[src/rtl/serial_operand_feeder.sv]
// Serialises a parallel (a, b, cin) word LSB first for a bit-serial adder: one clear cycle, then WIDTH bit cycles.
// Every output is registered; in_ready is low from acceptance until the word has fully drained, and nothing is queued.
module serial_operand_feeder #(
  parameter int WIDTH = 4
) (
  input  logic             clk,
  input  logic             rst,
  input  logic             in_valid,
  input  logic [WIDTH-1:0] in_a,
  input  logic [WIDTH-1:0] in_b,
  input  logic             in_cin,
  output logic             in_ready,
  output logic             adder_clr,
  output logic             a_ser,
  output logic             b_ser,
  output logic             cin_ser,
  output logic             ser_valid,
  output logic             ser_last
);

  localparam int CW = $clog2(WIDTH);
  localparam logic [CW-1:0] LAST = CW'(WIDTH - 1);

  typedef enum logic [1:0] {IDLE, CLR, SHIFT} state_t;

  state_t           state, state_nxt;
  logic [CW-1:0]    cnt, cnt_nxt;
  logic [WIDTH-1:0] hold_a, hold_b;
  logic             hold_cin;
  logic             accept;

  always_comb begin
    state_nxt = state;
    cnt_nxt   = cnt;
    accept    = 1'b0;
    case (state)
      IDLE: begin
        if (in_valid && in_ready) begin
          accept    = 1'b1;
          state_nxt = CLR;
        end
      end
      CLR: begin
        state_nxt = SHIFT;
        cnt_nxt   = '0;
      end
      SHIFT: begin
        if (cnt == LAST) state_nxt = IDLE;
        else             cnt_nxt   = cnt + 1'b1;
      end
      default: state_nxt = IDLE;
    endcase
  end

  // Outputs are registered from the next state, so each one reflects the state it is entering.
  always_ff @(posedge clk or negedge rst) begin
    if (!rst) begin
      state     <= IDLE;
      cnt       <= '0;
      hold_a    <= '0;
      hold_b    <= '0;
      hold_cin  <= 1'b0;
      in_ready  <= 1'b0;
      adder_clr <= 1'b0;
      ser_valid <= 1'b0;
      ser_last  <= 1'b0;
      a_ser     <= 1'b0;
      b_ser     <= 1'b0;
      cin_ser   <= 1'b0;
    end else begin
      state <= state_nxt;
      cnt   <= cnt_nxt;
      if (accept) begin
        hold_a   <= in_a;
        hold_b   <= in_b;
        hold_cin <= in_cin;
      end else if (state_nxt == SHIFT) begin
        // Shift out the bit being presented; cin only ever rides on bit 0.
        hold_a   <= hold_a >> 1;
        hold_b   <= hold_b >> 1;
        hold_cin <= 1'b0;
      end
      in_ready  <= (state_nxt == IDLE);
      adder_clr <= (state_nxt == CLR);
      ser_valid <= (state_nxt == SHIFT);
      ser_last  <= (state_nxt == SHIFT) && (cnt_nxt == LAST);
      a_ser     <= (state_nxt == SHIFT) && hold_a[0];
      b_ser     <= (state_nxt == SHIFT) && hold_b[0];
      cin_ser   <= (state_nxt == SHIFT) && hold_cin;
    end
  end

endmodule
[config.mk]
export PLATFORM = sky130hd
export DESIGN_NAME = serial_operand_feeder
export DESIGN_NICKNAME = d
export VERILOG_FILES = /design/src/rtl/serial_operand_feeder.sv
export SDC_FILE = /design/constraint.sdc
export NUM_CORES = 1
export LEC_CHECK = 0
export BUFFER_PORTS_ARGS = -buffer_cell sky130_fd_sc_hd__buf_2
export CAP_MARGIN = 30
export CORE_MARGIN = 2
export CORE_UTILIZATION = 56
export DETAILED_ROUTE_END_ITERATION = 16
export PLACE_DENSITY = 0.83
export REMOVE_ABC_BUFFERS = 1
export SLEW_MARGIN = 10
export SYNTH_ARGS = -nofsm -noshare
export SYNTH_HDL_FRONTEND = slang
export SYNTH_SLANG_ARGS = --single-unit
[constraint.sdc]
create_clock -name clk -period 5 [get_ports clk]
set_input_delay 1.5 -clock clk [delete_from_list [all_inputs] [get_ports clk]]
set_output_delay 1.5 -clock clk [all_outputs]
set_load 0.005 [all_outputs]
==> metrics <==
outcome complete, no violations; die outline width 44.5 um; IO Pins 19; list of most frequent post-synthesis cells sky130_fd_sc_hd__dfrtp_1, sky130_fd_sc_hd__nand2_1, sky130_fd_sc_hd__and3_1; post-detail-place hpwl 1190 um; logic gate share of total power 0.444; endpoint arrival time on the critical path 2.81 ns; final critical-path share of the clock period 0.525; count of buffers inserted at the top-level ports 18; number of cell rows 14; CTS buffer count 3; Final Net Count 121; Bufs on Longest Clock Path 2; overall routing resource usage 0.192; antenna violations before repair 0; Worst Setup End Kind flip-flop; Antenna Nets Post-Route 0; Netlist cell types 23; crit path max fanout 10; delay of the slowest critical-path stage 0.46 ns; net switching power 243 uW; effective utilization at floorplan 0.603; weighted congestion at the end of routability-driven global placement 0.728; core outline area 1520 um2; dominant register cell in the synthesized netlist sky130_fd_sc_hd__dfrtp_1; worst-margin pin slew 0.430 ns; cell taking the most area after synthesis sky130_fd_sc_hd__dfrtp_1; register bit total from synthesis 20; iteration count of the initial detailed-routing pass 4; Sw Ratio 0.387; setup TNS 0 ns; root cell of the clock tree sky130_fd_sc_hd__clkbuf_4; count of endpoints failing setup in the final report 0; Post-synth EDFFs 0; Vias per Instance 5.83; CP cell instances buf_2 > a21o_1 > a221oi_4 > nand2_2 > a221o_1; number of vias after detailed routing 699; total congestion overflow after global routing 0; sequential share of power 0.410; clock slew at the register clock pins of the worst setup and hold paths 0.11 ns; total routed wirelength 1650 um; proportion of synthesized chip area in sequential cells 0.545; data required time at the worst endpoint 5.19 ns; area of the mapped netlist 918 um2; relative contribution of the clock network to total power 0.146; minimum period implied by the final worst setup slack 2.63 ns; number of max-capacitance violations reported 0; global-route wire length before repair 2790 um; Final Worst Setup Slack 2.37 ns; power density over the cells 600 nW/um2; Die Outline Area 1980 um2; Max stage delay cell, worst path sky130_fd_sc_hd__a221oi_4; worst slack at placement 2.08 ns; number of buffers inserted to repair setup after CTS 0; pins over their slew limit 0; fraction of final layout cells with drive strength greater than 1 0.250; number of design rule violations left after detail routing 0; via count of the first global-routing pass 665; area delta synth->final 14.2%; Skew-Pair Late Insertion Delay 0.29 ns; cts-stage hold buffer count 0; RSZ-0062 raised after global routing no; most frequent cell after synthesis sky130_fd_sc_hd__dfrtp_1; Worst slew margin 0.714; fraction of registers with async set/reset 1.00; fill cell total of the finished layout 122; Die Span Y 44.5 um; antenna fix cells 0; cells taking the most area after synthesis sky130_fd_sc_hd__dfrtp_1, sky130_fd_sc_hd__and3_1, sky130_fd_sc_hd__a221o_1, sky130_fd_sc_hd__ha_1, sky130_fd_sc_hd__nand2_1; Max rail drop VDD 0.000416 V; maximum clock rate 381 MHz; wire length per cell after detailed routing 13.7 um; Clock Sinks 20; Hold Path Class flip-flop to flip-flop; number of gates resized after CTS 0; cell internal power dissipation 386 uW; maximum level of the CTS H-tree 1; critical setup path kind primary input to flip-flop; leakage power 0.562 nW; number of violations reported at the end of detailed-routing iteration 0 21; final hold violations 0; Gate Count Post-Synth 84; nature of the critical path startpoint primary input; number of warning messages in the yosys log 0; top cell type's share of synthesized area 0.545; CTS tree done; pin count of the biggest net entering global routing 21; Syn Area/Cell 10.9 um2; worst-case clock skew 0.00230 ns
## kinds of logic after synthesis
kind of cell	share of synthesized area
simple gates	0.206
flops	0.545
compound gates	0.161
buf+inv	0.0340
fa+ha+maj	0.0545
## state kept, by name, indices dropped and copies added, names as in the netlist
name / count
state: 2
cin_ser: 1
ser_last: 1
in_ready: 1
adder_clr: 1
a_ser: 1
hold_cin: 1
b_ser: 1
ser_valid: 1
hold_a: 4
cnt: 2
hold_b: 4
## final cells by class
class                           count  area [um2]  share of cell area
Sequential cell                    20         500               0.477
Multi-Input combinational cell     58         387               0.369
Timing Repair Buffer               18        90.1              0.0859
Clock buffer                        4        36.3              0.0346
Tap cell                           16        20.0              0.0191
Inverter                            4        15.0              0.0143
## path summary, 6_finish.rpt
kind | depth (start not counted) | slack [ns] | endpoint | from
max | 5 | 2.37 | hold_b[2] | in_valid
min in group asynchronous | 1 | 1.13 | ser_valid | rst
max in group asynchronous | 1 | 3.58 | hold_a[1] | rst
min reg2reg | 1 | 0.52 | b_ser | hold_b[0]
min | 1 | 0.52 | b_ser | hold_b[0]
max reg2reg | 6 | 2.85 | hold_b[2] | state[0]
## cells in the final DEF, fill, tap and decap left out
cell                       instances
sky130_fd_sc_hd__clkbuf_8          1
sky130_fd_sc_hd__nand2b_1          1
sky130_fd_sc_hd__nor2b_1           2
sky130_fd_sc_hd__inv_1             3
sky130_fd_sc_hd__nand2_2           1
sky130_fd_sc_hd__clkbuf_4          3
sky130_fd_sc_hd__ha_1              4
sky130_fd_sc_hd__a22oi_1           1
sky130_fd_sc_hd__o21ai_0           4
sky130_fd_sc_hd__a221o_1           5
sky130_fd_sc_hd__o211ai_1          2
sky130_fd_sc_hd__a221oi_4          1
sky130_fd_sc_hd__and3_1            9
sky130_fd_sc_hd__nor2_1            2
sky130_fd_sc_hd__a21boi_2          1
sky130_fd_sc_hd__dfrtp_1          20
sky130_fd_sc_hd__buf_2            18
sky130_fd_sc_hd__a21o_1            1
sky130_fd_sc_hd__inv_2             1
sky130_fd_sc_hd__nand2_1          13
sky130_fd_sc_hd__nor3_1            1
sky130_fd_sc_hd__nand3_1           3
sky130_fd_sc_hd__a21oi_1           2
sky130_fd_sc_hd__and2_1            5
## power groups by stage
| stage | registers [mW] | clock network (mW) | logic (mW) |
|---|---|---|---|
| 3_5_place_dp | 0.262 | 0 | 0.277 |
| 3_3_place_gp | 0.259 | 0 | 0.266 |
| 5_1_grt | 0.266 | 0.0983 | 0.311 |
| 6_report | 0.258 | 0.0921 | 0.279 |
| 2_1_floorplan | 0.255 | 0 | 0.206 |
| 4_1_cts | 0.258 | 0.0927 | 0.278 |
## stage by stage
step,area (um2),hold WS (ns),power (mW),cells,utilization
global route,1050,0.533,0.675,120,0.688
global placement,1010,0.489,0.525,116,0.664
floorplan,902,0.477,0.461,82,-
detailed placement,1010,0.495,0.539,116,0.664
finish,1050,0.520,0.629,120,0.688
CTS,1050,0.519,0.629,120,0.688
## layer usage
metal | part of all wire | global-route usage | up-vias
met5 | 0 | 0 | -
met4 | 0.0055 | 0.0727 | 0
met3 | 0.062 | 0.0367 | 2
met2 | 0.48 | 0.325 | 23
met1 | 0.45 | 0.243 | 342
li1 | - | - | 332
## worst max-delay path, delay by kind of cell
family | cells | cell delay, ns
compound gates | 3 | 1.03
buf+inv | 1 | 0.12
simple gates | 1 | 0.16
Note: power is estimated with default switching activity, not from simulation.
